--- src/rtl/neuron_input_sequencer_if.sv ---
// Handshake bundle between the (x, w) pair sequencer and its producer/consumer.
// master drives buffer writes, start and out_ready; slave is the sequencer.
interface neuron_input_sequencer_if #(
   parameter int N_INPUTS = 3,
   parameter int DATA_W   = 8
);
   localparam int AW = $clog2(N_INPUTS) + 1;

   logic              wr_en;
   logic [AW-1:0]     wr_addr;
   logic [DATA_W-1:0] wr_x;
   logic [DATA_W-1:0] wr_w;
   logic              start;
   logic [DATA_W-1:0] bias_in;
   logic              out_ready;
   logic [DATA_W-1:0] x_out;
   logic [DATA_W-1:0] w_out;
   logic              out_valid;
   logic              out_last;
   logic              acc_clear;
   logic [DATA_W-1:0] bias_out;
   logic              busy;
   logic              done;

   modport master (
      output wr_en, wr_addr, wr_x, wr_w, start, bias_in, out_ready,
      input  x_out, w_out, out_valid, out_last, acc_clear, bias_out, busy, done
   );

   modport slave (
      input  wr_en, wr_addr, wr_x, wr_w, start, bias_in, out_ready,
      output x_out, w_out, out_valid, out_last, acc_clear, bias_out, busy, done
   );
endinterface

--- src/rtl/neuron_input_sequencer.sv ---
// Buffers N_INPUTS (x, w) pairs and streams them, with an accumulator clear
// before each pass, to the neuron MAC pipeline. All outputs come from flops.
module neuron_input_sequencer #(
   parameter int N_INPUTS = 3,
   parameter int DATA_W   = 8
) (
   input logic                     clk,
   input logic                     rst,
   neuron_input_sequencer_if.slave bus
);
   localparam int AW = $clog2(N_INPUTS) + 1;

   localparam logic [1:0] S_IDLE   = 2'd0;
   localparam logic [1:0] S_CLEAR  = 2'd1;
   localparam logic [1:0] S_STREAM = 2'd2;
   localparam logic [1:0] S_DONE   = 2'd3;

   logic [1:0]        state_r, state_s;
   logic [AW-1:0]     index_r, index_s;
   logic [DATA_W-1:0] buf_x_r [N_INPUTS];
   logic [DATA_W-1:0] buf_w_r [N_INPUTS];
   logic [DATA_W-1:0] x_out_r, x_out_s;
   logic [DATA_W-1:0] w_out_r, w_out_s;
   logic [DATA_W-1:0] bias_r, bias_s;
   logic              valid_r, valid_s;
   logic              last_r, last_s;
   logic              clear_r, clear_s;
   logic              busy_r, busy_s;
   logic              done_r, done_s;
   logic [AW-1:0]     rd_idx_s;
   logic [DATA_W-1:0] rd_x_s, rd_w_s;
   logic              wr_hit_s;
   logic              is_last_s;

   // Entry presented next: entry 0 when leaving CLEAR, otherwise the one after index
   always_comb begin
      rd_idx_s = (state_r == S_CLEAR) ? {AW{1'b0}} : index_r + AW'(1);
      rd_x_s   = {DATA_W{1'b0}};
      rd_w_s   = {DATA_W{1'b0}};
      for (int i = 0; i < N_INPUTS; i++) begin
         rd_x_s = (rd_idx_s == AW'(i)) ? buf_x_r[i] : rd_x_s;
         rd_w_s = (rd_idx_s == AW'(i)) ? buf_w_r[i] : rd_w_s;
      end
   end

   // Buffer writes are only honoured while no pass is reading the buffer
   always_comb begin
      wr_hit_s  = bus.wr_en && ((state_r == S_IDLE) || (state_r == S_DONE)) &&
                  (bus.wr_addr < AW'(N_INPUTS));
      is_last_s = (index_r == AW'(N_INPUTS - 1));
   end

   // Next-state and next-output decode for the pass sequencer
   always_comb begin
      state_s = state_r;
      index_s = index_r;
      x_out_s = x_out_r;
      w_out_s = w_out_r;
      last_s  = last_r;
      bias_s  = bias_r;
      valid_s = 1'b0;
      clear_s = 1'b0;
      busy_s  = 1'b0;
      done_s  = 1'b0;
      case (state_r)
         S_IDLE: begin
            if (bus.start) begin
               state_s = S_CLEAR;
               index_s = {AW{1'b0}};
               bias_s  = bus.bias_in;
               clear_s = 1'b1;
               busy_s  = 1'b1;
            end else begin
               state_s = S_IDLE;
            end
         end
         S_CLEAR: begin
            state_s = S_STREAM;
            index_s = {AW{1'b0}};
            x_out_s = rd_x_s;
            w_out_s = rd_w_s;
            last_s  = (rd_idx_s == AW'(N_INPUTS - 1));
            valid_s = 1'b1;
            busy_s  = 1'b1;
         end
         S_STREAM: begin
            if (bus.out_ready && is_last_s) begin
               state_s = S_DONE;
               x_out_s = {DATA_W{1'b0}};
               w_out_s = {DATA_W{1'b0}};
               last_s  = 1'b0;
               done_s  = 1'b1;
            end else if (bus.out_ready) begin
               index_s = rd_idx_s;
               x_out_s = rd_x_s;
               w_out_s = rd_w_s;
               last_s  = (rd_idx_s == AW'(N_INPUTS - 1));
               valid_s = 1'b1;
               busy_s  = 1'b1;
            end else begin
               valid_s = 1'b1;
               busy_s  = 1'b1;
            end
         end
         S_DONE: begin
            state_s = S_IDLE;
         end
         default: begin
            state_s = S_IDLE;
            index_s = {AW{1'b0}};
         end
      endcase
   end

   // State, output and buffer registers
   always_ff @(posedge clk or posedge rst) begin
      if (rst) begin
         state_r <= S_IDLE;
         index_r <= {AW{1'b0}};
         x_out_r <= {DATA_W{1'b0}};
         w_out_r <= {DATA_W{1'b0}};
         bias_r  <= {DATA_W{1'b0}};
         valid_r <= 1'b0;
         last_r  <= 1'b0;
         clear_r <= 1'b0;
         busy_r  <= 1'b0;
         done_r  <= 1'b0;
         for (int i = 0; i < N_INPUTS; i++) begin
            buf_x_r[i] <= {DATA_W{1'b0}};
            buf_w_r[i] <= {DATA_W{1'b0}};
         end
      end else begin
         state_r <= state_s;
         index_r <= index_s;
         x_out_r <= x_out_s;
         w_out_r <= w_out_s;
         bias_r  <= bias_s;
         valid_r <= valid_s;
         last_r  <= last_s;
         clear_r <= clear_s;
         busy_r  <= busy_s;
         done_r  <= done_s;
         for (int i = 0; i < N_INPUTS; i++) begin
            if (wr_hit_s && (bus.wr_addr == AW'(i))) begin
               buf_x_r[i] <= bus.wr_x;
               buf_w_r[i] <= bus.wr_w;
            end
         end
      end
   end

   assign bus.x_out     = x_out_r;
   assign bus.w_out     = w_out_r;
   assign bus.out_valid = valid_r;
   assign bus.out_last  = last_r;
   assign bus.acc_clear = clear_r;
   assign bus.bias_out  = bias_r;
   assign bus.busy      = busy_r;
   assign bus.done      = done_r;
endmodule

--- src/flat_wrapper.sv ---
// flat-port wrapper written by rule: the top's interface ports become plain ports
module neuron_input_sequencer_flat 
#(
   parameter int N_INPUTS = 3,
   parameter int DATA_W   = 8
)
  (clk, rst, bus_wr_en, bus_wr_addr, bus_wr_x, bus_wr_w, bus_start, bus_bias_in, bus_out_ready, bus_x_out, bus_w_out, bus_out_valid, bus_out_last, bus_acc_clear, bus_bias_out, bus_busy, bus_done);
  neuron_input_sequencer_if #(.N_INPUTS(N_INPUTS), .DATA_W(DATA_W)) bus_i ();
  input logic clk;
  input logic rst;
  input wire logic [$bits(bus_i.wr_en)-1:0] bus_wr_en;
  input wire logic [$bits(bus_i.wr_addr)-1:0] bus_wr_addr;
  input wire logic [$bits(bus_i.wr_x)-1:0] bus_wr_x;
  input wire logic [$bits(bus_i.wr_w)-1:0] bus_wr_w;
  input wire logic [$bits(bus_i.start)-1:0] bus_start;
  input wire logic [$bits(bus_i.bias_in)-1:0] bus_bias_in;
  input wire logic [$bits(bus_i.out_ready)-1:0] bus_out_ready;
  output wire logic [$bits(bus_i.x_out)-1:0] bus_x_out;
  output wire logic [$bits(bus_i.w_out)-1:0] bus_w_out;
  output wire logic [$bits(bus_i.out_valid)-1:0] bus_out_valid;
  output wire logic [$bits(bus_i.out_last)-1:0] bus_out_last;
  output wire logic [$bits(bus_i.acc_clear)-1:0] bus_acc_clear;
  output wire logic [$bits(bus_i.bias_out)-1:0] bus_bias_out;
  output wire logic [$bits(bus_i.busy)-1:0] bus_busy;
  output wire logic [$bits(bus_i.done)-1:0] bus_done;
  assign bus_i.wr_en = bus_wr_en;
  assign bus_i.wr_addr = bus_wr_addr;
  assign bus_i.wr_x = bus_wr_x;
  assign bus_i.wr_w = bus_wr_w;
  assign bus_i.start = bus_start;
  assign bus_i.bias_in = bus_bias_in;
  assign bus_i.out_ready = bus_out_ready;
  assign bus_x_out = bus_i.x_out;
  assign bus_w_out = bus_i.w_out;
  assign bus_out_valid = bus_i.out_valid;
  assign bus_out_last = bus_i.out_last;
  assign bus_acc_clear = bus_i.acc_clear;
  assign bus_bias_out = bus_i.bias_out;
  assign bus_busy = bus_i.busy;
  assign bus_done = bus_i.done;
  neuron_input_sequencer #(.N_INPUTS(N_INPUTS), .DATA_W(DATA_W)) u_core (.clk(clk), .rst(rst), .bus(bus_i));
endmodule
--- config.mk ---
export PLATFORM = sky130hd
export DESIGN_NAME = neuron_input_sequencer_flat
export DESIGN_NICKNAME = d
export VERILOG_FILES = /design/src/rtl/neuron_input_sequencer_if.sv /design/src/rtl/neuron_input_sequencer.sv /design/src/flat_wrapper.sv
export SDC_FILE = /design/constraint.sdc
export NUM_CORES = 1
export LEC_CHECK = 0
export BUFFER_PORTS_ARGS = -buffer_cell sky130_fd_sc_hd__buf_2
export CORE_ASPECT_RATIO = 0.75
export CORE_MARGIN = 1.5
export CORE_UTILIZATION = 35
export CTS_CLUSTER_DIAMETER = 40
export DETAILED_ROUTE_END_ITERATION = 8
export PLACE_DENSITY = 0.63
export SETUP_SLACK_MARGIN = 0.3
export SYNTH_ARGS = -nofsm -noshare
export SYNTH_HDL_FRONTEND = slang
export SYNTH_SLANG_ARGS = --single-unit
--- constraint.sdc ---
create_clock -name clk -period 2.72 [get_ports clk]
set_input_delay 0.136 -clock clk [delete_from_list [all_inputs] [get_ports clk]]
set_output_delay 0.136 -clock clk [all_outputs]
set_load 0.005 [all_outputs]
==> reports/summary.json <==
{
  "final_layout": {
    "insertedDiodeCount": 0,
    "nets": 407,
    "flow.area_growth_from_synthesis_pct": 21.5,
    "instances_no_fill": 509,
    "fillers": 1025,
    "layout-drive-gt1-share": 0.402
  },
  "worst_setup_path": {
    "worst_endpoint_data_arrival_time_ps": 2450,
    "timing.critical_path.slowest_stage_cell": "sky130_fd_sc_hd__or4_1",
    "max_stage_delay_ps": 830,
    "timing.rr.start": "u_core.index_r[0]$_DFFE_PP0P_",
    "critical_path.top_delay_family": "simple AND/OR/NAND/NOR gates",
    "path_class": "reg -> reg",
    "cp_common_cell": "sky130_fd_sc_hd__o21ai_0",
    "critical_path_buf_inv_count": 1,
    "critPathCaptureType": "register",
    "crit_chain": "inv_1 > ha_1 > or4_1 > o21ai_0 > o21ai_0",
    "largest_fanout_on_the_critical_path": 17,
    "setup_crit_start": "u_core.index_r[0]$_DFFE_PP0P_",
    "startpoint_type": "register",
    "critical_path_required_ps": 2920
  },
  "floorplan": {
    "fp.dieArea_um2": 11200,
    "chipHeight_um": 91.9,
    "pin_count": 61,
    "floorplan.rows": 32,
    "die_outline_width_um": 122,
    "design.core.area_um2": 10200,
    "start_util": 0.360
  },
  "logic_synthesis": {
    "synth-main-ff-cell": "sky130_fd_sc_hd__dfrtp_1",
    "yosysMostFrequentCell": "sky130_fd_sc_hd__dfrtp_1",
    "synth.top_cell.area_share": 0.557,
    "yosysTopAreaCell": "sky130_fd_sc_hd__dfrtp_1",
    "avgSynthCellArea_um2": 12.2,
    "number_of_enable_type_register_cells_in_the_synthesized_netlist": 0,
    "synthesis.instances": 303,
    "post_synth_cell_types": 32,
    "mappedNetlistArea_um2": 3690,
    "synth.yosys.warnings": 0,
    "synth.net_count": 342,
    "async_reset_ff_frac": 1.00,
    "synth.yosys.seq_area_share": 0.557,
    "synth_area_leaders": "sky130_fd_sc_hd__dfrtp_1 56%, sky130_fd_sc_hd__mux2_2 17%, sky130_fd_sc_hd__nand3b_1 3.7%",
    "ys_seq_elements": 82,
    "netlist_top_cells_count": "82 x sky130_fd_sc_hd__dfrtp_1, 56 x sky130_fd_sc_hd__mux2_2, 21 x sky130_fd_sc_hd__nand2_1, 19 x sky130_fd_sc_hd__o21ai_1, 18 x sky130_fd_sc_hd__nand3b_1"
  },
  "timing": {
    "tightestPinTransition_ps": 709,
    "rsz0062_at_grt": "false",
    "fin_crit_ps": 2250,
    "skew_ps": 4.56,
    "maxClockFrequency_mhz": 445,
    "hold_viol": 0,
    "maxSlewHeadroom": 0.527,
    "period_share": 0.827,
    "hold-worst-slack_ps": 36.2,
    "setup_total_negative_slack_ps": 0,
    "finalMaxSlewViolations": 0,
    "finalSetupViolations": 0
  },
  "power_and_ir_drop": {
    "p_total_mw": 5.21,
    "leakagePower_nw": 2.04,
    "pwr_density_cell_nw_per_um2": 1160,
    "ir_worst_vdd_uv": 529
  },
  "global_route": {
    "grt_first_pass_wirelength_mm": 14.0,
    "grtUsageTotal": 0.163,
    "largest_net_degree_at_the_start_of_global_routing": 47,
    "grt_pass1_vias": 2697,
    "gr-total-overflow": 0,
    "initial_antenna_violation_count": 0
  },
  "cts": {
    "cts_root_buffer": "sky130_fd_sc_hd__clkbuf_16",
    "clock_path_buffers": 2,
    "clock-sinks": 82,
    "cts_max_level": 3,
    "cts_tree": "built",
    "clkLatencyLatePin_ps": 330,
    "cts_buffers": 9,
    "cts.reportedPaths.clkPinSlew_ps": 60
  },
  "routing": {
    "drt.antenna.violating_nets": 0,
    "drc_errors": 0,
    "vias_per_cell": 5.19,
    "vias": 2644,
    "detail_route.wl_per_cell_um": 16.3,
    "totalWireLength_mm": 8.28,
    "detailedRoute.firstPassIterationCount": 4,
    "drt-initial-drc-count": 171
  },
  "hold_path": {
    "holdCritStartpoint": "bus_bias_in[6]",
    "min-delay-path-class": "in -> reg"
  },
  "outcome": {
    "outcome": "finished, final reports clean"
  },
  "placed_design": {
    "gpl.final_weighted_congestion": 0.792,
    "port-buffer-count": 60,
    "post-place-cells": 492,
    "post-dp-hpwl_mm": 5.71
  },
  "job": {
    "maxCapViolCount": 0
  }
}
state kept, by name (all words and copies together), names as in the netlist:
register and count:
u_core.bus.bias_out 8, u_core.index_r 3, u_core.bus.acc_clear 1, u_core.bus.busy 1
u_core.buf_x_r 24, u_core.bus.out_last 1, u_core.bus.out_valid 1, u_core.bus.w_out 8
u_core.buf_w_r 24, u_core.bus.x_out 8, u_core.bus.done 1, u_core.state_r 2
routing by layer:
metal  track usage  vias to the layer above  wire length [um]
met4        0.0520                        0               106
met2         0.241                       71              3710
met1         0.235                     1342              4070
li1              -                     1222                 -
met5             0                        -                 0
met3        0.0417                        9               392
path summary, 6_finish.rpt:
kind / to / slack (ps) / cells past startpoint
max: u_core.bus.w_out[7]$_DFFE_PP0P_ / 470 / 5
min: u_core.bus.bias_out[6]$_DFFE_PP0P_ / 40 / 2
max reg2reg: u_core.bus.w_out[7]$_DFFE_PP0P_ / 470 / 5
min reg2reg: u_core.bus.w_out[0]$_DFFE_PP0P_ / 480 / 2
max in group asynchronous: u_core.bus.x_out[0]$_DFFE_PP0P_ / 1620 / 4
min in group asynchronous: u_core.bus.bias_out[7]$_DFFE_PP0P_ / 420 / 3
layout by cell type, fill, tap and decap left out, types with 2 or more instances in the layout:
cell	n
sky130_fd_sc_hd__a211oi_1	16
sky130_fd_sc_hd__a21oi_1	17
sky130_fd_sc_hd__a221o_1	2
sky130_fd_sc_hd__buf_2	60
sky130_fd_sc_hd__buf_4	10
sky130_fd_sc_hd__clkbuf_1	2
sky130_fd_sc_hd__clkbuf_16	9
sky130_fd_sc_hd__clkinv_2	2
sky130_fd_sc_hd__dfrtp_1	82
sky130_fd_sc_hd__ha_1	7
sky130_fd_sc_hd__inv_1	8
sky130_fd_sc_hd__mux2_2	56
sky130_fd_sc_hd__nand2_1	21
sky130_fd_sc_hd__nand3b_1	18
sky130_fd_sc_hd__nor2_1	2
sky130_fd_sc_hd__nor2b_1	2
sky130_fd_sc_hd__o21ai_0	17
sky130_fd_sc_hd__o21ai_1	19
sky130_fd_sc_hd__o21ai_2	2
sky130_fd_sc_hd__o41ai_1	2
stage by stage:
stage	setup WS [ps]	instance area, um^2	utilization
finish	471	4480	0.437
global route	337	4480	0.437
CTS	416	4480	0.437
detailed placement	419	4170	0.407
global placement	585	4170	0.407
floorplan	476	3690	-
cell type report:
type,count,area (um^2),area share
clock inverters,4,51.3,0.0115
repair buffers,72,405,0.0905
flip-flops and latches,82,2050,0.458
multi-input cells,194,1520,0.339
inverters,9,35.0,0.00782
well taps,136,170,0.0380
clock buffers,12,246,0.0550
timing repair:
| action | in CTS | in global routing |
|---|---|---|
| buffers inserted | 0 | 0 |
| resized for setup | 0 | 1 |
| hold buffers | 1 | 0 |
| setup endpoints to repair | 0 | 13 |
| hold endpoints to repair | 36 | 0 |
logic make-up after synthesis:
| group | Yosys count | share of synthesized area |
|---|---|---|
| multiplexers | 57 | 0.174 |
| flip-flops | 82 | 0.557 |
| XOR/XNOR | 1 | 0.00441 |
| buffers and inverters | 27 | 0.0322 |
| adder cells (fa/ha/maj) | 7 | 0.0238 |
| AND/OR/NAND/NOR | 50 | 0.0811 |
| AO/OA/AOI/OAI | 79 | 0.128 |
where the power goes:
part | switching [mW] | total [mW] | internal (mW)
clock | 0.469 | 1.21 | 0.736
sequential | 0.295 | 2.07 | 1.78
combinational | 0.985 | 1.93 | 0.943
total | 1.75 | 5.21 | 3.46
No activity file was read; power rests on OpenSTA's default activity.
